[src/rtl/multicycle_control_unit_if.sv]
// Control-unit <-> datapath bundle: decode inputs from the IR/ALU/memory,
// mux selects and write strobes back to the multicycle datapath.
interface multicycle_control_unit_if;
   logic [31:0] Instr;
   logic        Zero;
   logic        Negative;
   logic        MemReady;
   logic        RegWrite;
   logic        MemWrite;
   logic        IRWrite;
   logic        PCWrite;
   logic        AdrSrc;
   logic [1:0]  ALUSrcA;
   logic [1:0]  ALUSrcB;
   logic [1:0]  ResultSrc;
   logic [2:0]  ImmSrc;
   logic [4:0]  ALUControl;
   logic        IllegalInstr;
   logic [3:0]  State;

   modport master (
      input  Instr, Zero, Negative, MemReady,
      output RegWrite, MemWrite, IRWrite, PCWrite, AdrSrc, ALUSrcA, ALUSrcB,
             ResultSrc, ImmSrc, ALUControl, IllegalInstr, State
   );

   modport slave (
      output Instr, Zero, Negative, MemReady,
      input  RegWrite, MemWrite, IRWrite, PCWrite, AdrSrc, ALUSrcA, ALUSrcB,
             ResultSrc, ImmSrc, ALUControl, IllegalInstr, State
   );
endinterface

[src/rtl/multicycle_control_unit.sv]
// Multicycle RV32I control FSM: sequences each instruction over 3-5 cycles,
// with optional memory-ready stalls and illegal-opcode trapping.
module multicycle_control_unit #(
   parameter bit MEM_HANDSHAKE = 1'b1,
   parameter bit TRAP_EN       = 1'b1
) (
   input logic                        clk,
   input logic                        reset,
   multicycle_control_unit_if.master  bus
);

   typedef enum logic [3:0] {
      S_FETCH    = 4'd0,
      S_DECODE   = 4'd1,
      S_MEMADR   = 4'd2,
      S_MEMREAD  = 4'd3,
      S_MEMWB    = 4'd4,
      S_MEMWRITE = 4'd5,
      S_EXECR    = 4'd6,
      S_EXECI    = 4'd7,
      S_ALUWB    = 4'd8,
      S_BRANCH   = 4'd9,
      S_JAL      = 4'd10,
      S_JALR1    = 4'd11,
      S_JALR2    = 4'd12,
      S_LUI      = 4'd13,
      S_TRAP     = 4'd14
   } state_t;

   localparam logic [6:0] OP_LOAD   = 7'b0000011;
   localparam logic [6:0] OP_STORE  = 7'b0100011;
   localparam logic [6:0] OP_RTYPE  = 7'b0110011;
   localparam logic [6:0] OP_ITYPE  = 7'b0010011;
   localparam logic [6:0] OP_BRANCH = 7'b1100011;
   localparam logic [6:0] OP_JAL    = 7'b1101111;
   localparam logic [6:0] OP_JALR   = 7'b1100111;
   localparam logic [6:0] OP_LUI    = 7'b0110111;

   localparam logic [4:0] ALU_ADD   = 5'b00000;
   localparam logic [4:0] ALU_SUB   = 5'b00001;
   localparam logic [4:0] ALU_AND   = 5'b00010;
   localparam logic [4:0] ALU_OR    = 5'b00011;
   localparam logic [4:0] ALU_XOR   = 5'b00100;
   localparam logic [4:0] ALU_SLT   = 5'b00101;
   localparam logic [4:0] ALU_SLTU  = 5'b00110;
   localparam logic [4:0] ALU_SLL   = 5'b00111;
   localparam logic [4:0] ALU_SRL   = 5'b01000;
   localparam logic [4:0] ALU_SRA   = 5'b01001;
   localparam logic [4:0] ALU_PASSB = 5'b01010;

   state_t     state;
   logic [6:0] op;
   logic [2:0] funct3;
   logic       b30;
   logic       ready;
   logic       unused_instr;

   assign op           = bus.Instr[6:0];
   assign funct3       = bus.Instr[14:12];
   assign b30          = bus.Instr[30];
   assign unused_instr = ^{bus.Instr[31], bus.Instr[29:15], bus.Instr[11:7]};
   assign ready        = MEM_HANDSHAKE ? bus.MemReady : 1'b1;

   always_ff @(posedge clk or posedge reset) begin
      if (reset) begin
         state <= S_FETCH;
      end else begin
         case (state)
            S_FETCH:    if (ready) state <= S_DECODE;
            S_DECODE: begin
               case (op)
                  OP_LOAD, OP_STORE: state <= S_MEMADR;
                  OP_RTYPE:          state <= S_EXECR;
                  OP_ITYPE:          state <= S_EXECI;
                  OP_BRANCH:         state <= S_BRANCH;
                  OP_JAL:            state <= S_JAL;
                  OP_JALR:           state <= S_JALR1;
                  OP_LUI:            state <= S_LUI;
                  default:           state <= TRAP_EN ? S_TRAP : S_FETCH;
               endcase
            end
            S_MEMADR:   state <= (op == OP_STORE) ? S_MEMWRITE : S_MEMREAD;
            S_MEMREAD:  if (ready) state <= S_MEMWB;
            S_MEMWRITE: if (ready) state <= S_FETCH;
            S_MEMWB, S_ALUWB, S_BRANCH: state <= S_FETCH;
            S_EXECR, S_EXECI, S_JAL, S_JALR2, S_LUI: state <= S_ALUWB;
            S_JALR1:    state <= S_JALR2;
            S_TRAP:     state <= S_TRAP;
            default:    state <= S_FETCH;
         endcase
      end
   end

   logic [4:0] exec_alu;
   logic       taken;
   logic       regwrite, memwrite, irwrite, pcwrite, illegal;

   always_comb begin
      case (funct3)
         3'b000:  exec_alu = (state == S_EXECR && b30) ? ALU_SUB : ALU_ADD;
         3'b001:  exec_alu = ALU_SLL;
         3'b010:  exec_alu = ALU_SLT;
         3'b011:  exec_alu = ALU_SLTU;
         3'b100:  exec_alu = ALU_XOR;
         3'b101:  exec_alu = b30 ? ALU_SRA : ALU_SRL;
         3'b110:  exec_alu = ALU_OR;
         default: exec_alu = ALU_AND;
      endcase
      // Unsigned compares go through SLTU, so its result is zero when a >= b
      case (funct3)
         3'b000:  taken = bus.Zero;
         3'b001:  taken = ~bus.Zero;
         3'b100:  taken = bus.Negative;
         3'b101:  taken = ~bus.Negative;
         3'b110:  taken = ~bus.Zero;
         3'b111:  taken = bus.Zero;
         default: taken = 1'b0;
      endcase
   end

   always_comb begin
      regwrite       = 1'b0;
      memwrite       = 1'b0;
      irwrite        = 1'b0;
      pcwrite        = 1'b0;
      illegal        = 1'b0;
      bus.AdrSrc     = 1'b0;
      bus.ALUSrcA    = 2'b00;
      bus.ALUSrcB    = 2'b00;
      bus.ResultSrc  = 2'b00;
      bus.ImmSrc     = 3'b000;
      bus.ALUControl = ALU_ADD;
      case (state)
         S_FETCH: begin
            bus.ALUSrcB   = 2'b10;
            bus.ResultSrc = 2'b10;
            irwrite       = ready;
            pcwrite       = ready;
         end
         S_DECODE: begin
            bus.ALUSrcA = 2'b01;
            bus.ALUSrcB = 2'b01;
            bus.ImmSrc  = 3'b010;
         end
         S_MEMADR: begin
            bus.ALUSrcA = 2'b10;
            bus.ALUSrcB = 2'b01;
            bus.ImmSrc  = (op == OP_STORE) ? 3'b001 : 3'b000;
         end
         S_MEMREAD:  bus.AdrSrc = 1'b1;
         S_MEMWB: begin
            bus.ResultSrc = 2'b01;
            regwrite      = 1'b1;
         end
         S_MEMWRITE: begin
            bus.AdrSrc = 1'b1;
            memwrite   = 1'b1;
         end
         S_EXECR, S_EXECI: begin
            bus.ALUSrcA    = 2'b10;
            bus.ALUSrcB    = (state == S_EXECI) ? 2'b01 : 2'b00;
            bus.ALUControl = exec_alu;
         end
         S_ALUWB:    regwrite = 1'b1;
         S_BRANCH: begin
            bus.ALUSrcA    = 2'b10;
            bus.ALUControl = (funct3[2:1] == 2'b11) ? ALU_SLTU : ALU_SUB;
            pcwrite        = taken;
         end
         S_JAL: begin
            bus.ALUSrcA = 2'b01;
            bus.ALUSrcB = 2'b10;
            bus.ImmSrc  = 3'b011;
            pcwrite     = 1'b1;
         end
         S_JALR1: begin
            bus.ALUSrcA = 2'b10;
            bus.ALUSrcB = 2'b01;
         end
         S_JALR2: begin
            bus.ALUSrcA = 2'b01;
            bus.ALUSrcB = 2'b10;
            pcwrite     = 1'b1;
         end
         S_LUI: begin
            bus.ALUSrcB    = 2'b01;
            bus.ImmSrc     = 3'b100;
            bus.ALUControl = ALU_PASSB;
         end
         S_TRAP:     illegal = 1'b1;
         default: ;
      endcase
   end

   // Reset gates strobes combinationally so a stalled write drops at once
   assign bus.RegWrite     = regwrite & ~reset;
   assign bus.MemWrite     = memwrite & ~reset;
   assign bus.IRWrite      = irwrite  & ~reset;
   assign bus.PCWrite      = pcwrite  & ~reset;
   assign bus.IllegalInstr = illegal  & ~reset;
   assign bus.State        = state;

endmodule

[src/flat_wrapper.sv]
// flat-port wrapper written by rule: the top's interface ports become plain ports
module multicycle_control_unit_flat 
#(
   parameter bit MEM_HANDSHAKE = 1'b1,
   parameter bit TRAP_EN       = 1'b1
)
  (clk, reset, bus_Instr, bus_Zero, bus_Negative, bus_MemReady, bus_RegWrite, bus_MemWrite, bus_IRWrite, bus_PCWrite, bus_AdrSrc, bus_ALUSrcA, bus_ALUSrcB, bus_ResultSrc, bus_ImmSrc, bus_ALUControl, bus_IllegalInstr, bus_State);
  multicycle_control_unit_if bus_i ();
  input logic clk;
  input logic reset;
  input wire logic [$bits(bus_i.Instr)-1:0] bus_Instr;
  input wire logic [$bits(bus_i.Zero)-1:0] bus_Zero;
  input wire logic [$bits(bus_i.Negative)-1:0] bus_Negative;
  input wire logic [$bits(bus_i.MemReady)-1:0] bus_MemReady;
  output wire logic [$bits(bus_i.RegWrite)-1:0] bus_RegWrite;
  output wire logic [$bits(bus_i.MemWrite)-1:0] bus_MemWrite;
  output wire logic [$bits(bus_i.IRWrite)-1:0] bus_IRWrite;
  output wire logic [$bits(bus_i.PCWrite)-1:0] bus_PCWrite;
  output wire logic [$bits(bus_i.AdrSrc)-1:0] bus_AdrSrc;
  output wire logic [$bits(bus_i.ALUSrcA)-1:0] bus_ALUSrcA;
  output wire logic [$bits(bus_i.ALUSrcB)-1:0] bus_ALUSrcB;
  output wire logic [$bits(bus_i.ResultSrc)-1:0] bus_ResultSrc;
  output wire logic [$bits(bus_i.ImmSrc)-1:0] bus_ImmSrc;
  output wire logic [$bits(bus_i.ALUControl)-1:0] bus_ALUControl;
  output wire logic [$bits(bus_i.IllegalInstr)-1:0] bus_IllegalInstr;
  output wire logic [$bits(bus_i.State)-1:0] bus_State;
  assign bus_i.Instr = bus_Instr;
  assign bus_i.Zero = bus_Zero;
  assign bus_i.Negative = bus_Negative;
  assign bus_i.MemReady = bus_MemReady;
  assign bus_RegWrite = bus_i.RegWrite;
  assign bus_MemWrite = bus_i.MemWrite;
  assign bus_IRWrite = bus_i.IRWrite;
  assign bus_PCWrite = bus_i.PCWrite;
  assign bus_AdrSrc = bus_i.AdrSrc;
  assign bus_ALUSrcA = bus_i.ALUSrcA;
  assign bus_ALUSrcB = bus_i.ALUSrcB;
  assign bus_ResultSrc = bus_i.ResultSrc;
  assign bus_ImmSrc = bus_i.ImmSrc;
  assign bus_ALUControl = bus_i.ALUControl;
  assign bus_IllegalInstr = bus_i.IllegalInstr;
  assign bus_State = bus_i.State;
  multicycle_control_unit #(.MEM_HANDSHAKE(MEM_HANDSHAKE), .TRAP_EN(TRAP_EN)) u_core (.clk(clk), .reset(reset), .bus(bus_i));
endmodule
[config.mk]
export PLATFORM = sky130hd
export DESIGN_NAME = multicycle_control_unit_flat
export DESIGN_NICKNAME = d
export VERILOG_FILES = /design/src/rtl/multicycle_control_unit_if.sv /design/src/rtl/multicycle_control_unit.sv /design/src/flat_wrapper.sv
export SDC_FILE = /design/constraint.sdc
export NUM_CORES = 1
export LEC_CHECK = 0
export CAP_MARGIN = 20
export CORE_MARGIN = 2
export CORE_UTILIZATION = 30
export CTS_CLUSTER_SIZE = 16
export DETAILED_ROUTE_END_ITERATION = 16
export GPL_TIMING_DRIVEN = 0
export HOLD_SLACK_MARGIN = 0.12
export PLACE_DENSITY = 0.76
export RECOVER_POWER = 25
export SYNTH_ARGS = -nofsm -noshare
export SYNTH_HDL_FRONTEND = slang
export SYNTH_SLANG_ARGS = --single-unit
[constraint.sdc]
create_clock -name clk -period 1.5 [get_ports clk]
set_input_delay 0.3 -clock clk [delete_from_list [all_inputs] [get_ports clk]]
set_output_delay 0.3 -clock clk [all_outputs]
set_load 0.1 [all_outputs]
==> reports/qor.csv <==
stage,metric,value,unit
synth,Gate Count Post-Synth,120,
grt,vias in the first global route,1357,
setup_path,CP required,1.20,ns
clock_network,Root Buffer,clkbuf_4,
clock_network,# H-tree levels,1,
drt,Iter 0 DRT Violations,100,
clock_network,CTS Buffer Depth,2,
grt,largest net degree at the start of global routing,11,
clock_network,Clock Latency Late Sink,0.26,ns
finish,Post-Layout Inst Area,2270,µm²
grt,GRT Max-Usage Layer,met2,
synth,Post-synth EDFFs,0,
synth,Synth warnings,0,
floorplanning,Rows,18,
timing,Tmin final,2.22,ns
setup_path,FF-to-FF End,u_core.bus.State[2],
outcome,failing checks,setup timing,
timing,Worst-Margin Slew,0.571,ns
grt,antenna violations before repair,0,
placement,HPWL after detailed placement,2210,µm
synth,commonest cells in the netlist,"nand2_1 (14), nor2_1 (12), a21oi_1 (10)",
timing,RSZ-0062 raised after global routing,true,
setup_path,r2r setup slk,-0.39,ns
drt,vias,1459,
timing,Setup Skew,0.00588,ns
finish,Multi-input gate area,1040,µm²
finish,fillers,92,
synth,post-synth cell types,42,
synth,Post-Syn Area per Cell,6.70,µm²
setup_path,crit path kind,reg -> out,
drt,1st-pass router iterations,4,
timing,setup ws final,-0.722,ns
floorplanning,# IOs,61,
finish,synth-to-layout area growth,182,%
grt,met3 Use GR,2.79,%
timing,final count of hold timing violations,0,
synth,Compound-Gate Fraction of Synth Area,29.7,%
grt,met1 usage,37.3,%
timing,Slew headroom,61.9,%
grt,first-pass GRT wire length,7110,µm
synth,post-synthesis mux area share,3.89,%
drt,final WL,5470,µm
timing,Max Freq,450,MHz
grt,Overflow after GRT,0,
setup_path,"critical path, cell by cell","buf_6, nand2b_4, or4b_4, a21oi_4, buf_12",
synth,Synth Area in Adders,0,%
outcome,status,finished with violations,
timing,# setup viols final,23,
setup_path,Crit Path Max Fanout,4,
clock_network,CTS tree,built,
synth,main combinational cell family by area after synthesis,simple AND/OR/NAND/NOR gates,
synth,Synth Area in XOR/XNOR,7.47,%
flow_run,max cap viols,0,
timing,"Period Utilization, post-route",148,%
setup_path,slowest CP cell,or4b_4,
setup_path,Reg2Reg Depth,8,
finish,Reg area,115,µm²
synth,sequential share of the synthesized area,12.4,%
synth,dominant synthesized flop cell,dfrtp_1,
synth,"count leader, synth",nand2_1,
setup_path,Worst setup SP type,register,
grt,GR Util met2,50.7,%
setup_path,Critical Path Max Stage Delay,0.53,ns
clock_network,clock slew at the register clock pins of the worst setup and hold paths,0.04,ns
synth,asr flop ratio synth,100,%
synth,Post-Synth Simple-Gate Area,35.3,%
drt,Antenna Nets Post-Route,0,
finish,share of cells above drive strength 1,67.0,%
placement,GPL Wtd Cong,0.810,
setup_path,Arrival @ worst endpoint,1.92,ns
synth,Yosys top cell area share,12.4,%
setup_path,CP Capture Type,output port,
synth,Synth area leader,dfrtp_1,
clock_network,clk sinks,4,
drt,residual DRC count,0,
finish,max FFs per register,4,
drt,routed len/inst,24.1,µm
synth,Synth Cell Area,805,µm²
synth,ranking of synthesized cells by area,"dfrtp_1 (12%), nand2_1 (6.5%), a21oi_1 (6.2%)",
synth,synthesized net count,157,
floorplanning,die area,3110,µm²
finish,Final nets,236,
floorplanning,Initial Utilization,32.2,%
floorplanning,Core ar.,2500,µm²
placement,IO buf count,36,
floorplanning,width of the chip,55.8,µm
timing,Max Slew Vio Count,0,
clock_network,number of CTS-inserted buffers,3,
drt,Vias/cell,6.43,
hold_path,worst hold path type,in -> async,
grt,Total Routing Usage GR,29.6,%
floorplanning,die height,55.8,µm
setup_path,R2R Path Start,u_core.bus.State[1],
finish,antenna cells,0,
synth,synthesized flop and latch total,4,
placement,Post-DP Area,1530,µm²
-- metrics by stage --
| step | hold WS (ns) | worst slack [ns] | TNS, ns | util (%) | std cells |
|---|---|---|---|---|---|
| 5_1_grt | 0.368 | -0.747 | -12.25 | 90.8 | 227 |
| 3_5_place_dp | 0.806 | -1.87 | -26.02 | 61.2 | 186 |
| 4_1_cts | 0.353 | -0.704 | -10.58 | 85.2 | 216 |
| 2_1_floorplan | 0.0662 | -0.919 | -12.30 | - | 120 |
| 6_report | 0.356 | -0.722 | -11.64 | 90.8 | 227 |
| 3_3_place_gp | 0.790 | -1.86 | -25.64 | 61.2 | 186 |
-- placed cells by master (no fill, tap or decap), types with 3 or more instances in the layout --
master	count
a21oi_1	5
a21oi_2	3
a221o_1	3
buf_12	21
buf_2	3
buf_4	26
buf_6	18
buf_8	4
clkbuf_4	4
clkdlybuf4s50_1	8
dfrtp_4	4
dlygate4sd2_1	4
nand2_1	9
nand2_4	3
nand2b_4	3
nor2_1	6
nor2_4	5
nor3_4	7
o22ai_1	3
-- logic make-up after synthesis --
family / after synthesis
muxes: 3
xor gates and xnor gates: 6
buffers and inverters: 17
other: 1
and+or+nand+nor: 55
AOI/OAI and AO/OA: 34
DFF: 4
-- per-layer routing --
metal,vias to the layer above,part of all wire (%),wire [µm]
met5,-,0,0
met2,132,49,2700
met3,34,10,563
li1,596,-,-
met4,0,5.7,314
met1,697,34,1890
-- cell type report --
class	count	area share [%]
clock buffers	3	0.992
plain buffers	10	5.57
inverters	4	1.16
multi-input cells	99	45.6
well taps	30	1.65
repair buffers	77	39.9
flip-flops and latches	4	5.07
-- timing repair --
item                       in CTS  in global routing
buffers inserted               29                 19
setup endpoints to repair      27                 24
pin swaps                      11                 15
gates resized for setup       248                 23
hold buffers                    0                  0
-- worst max-delay path, delay by kind of cell, from the launching register on --
kind	cells	cell delay [ns]
simple gates	2	0.68
buf+inv	2	0.32
flops	1	0.47
compound gates	1	0.19
-- worst max-delay path by stage --
stage,end,depth (start not counted),slack [ns],startpoint
finish,bus_PCWrite,5,-0.72,u_core.bus.State[2]
global route,bus_PCWrite,5,-0.75,u_core.bus.State[2]
CTS,bus_PCWrite,5,-0.70,u_core.bus.State[2]
detailed placement,bus_PCWrite,6,-1.87,bus_Instr[14]
global placement,bus_PCWrite,6,-1.86,bus_Instr[14]
floorplan,bus_RegWrite,4,-0.92,u_core.bus.State[2]
Power is not shown: default switching activity piles up to over one toggle a cycle in this logic, so the estimate is an artifact.
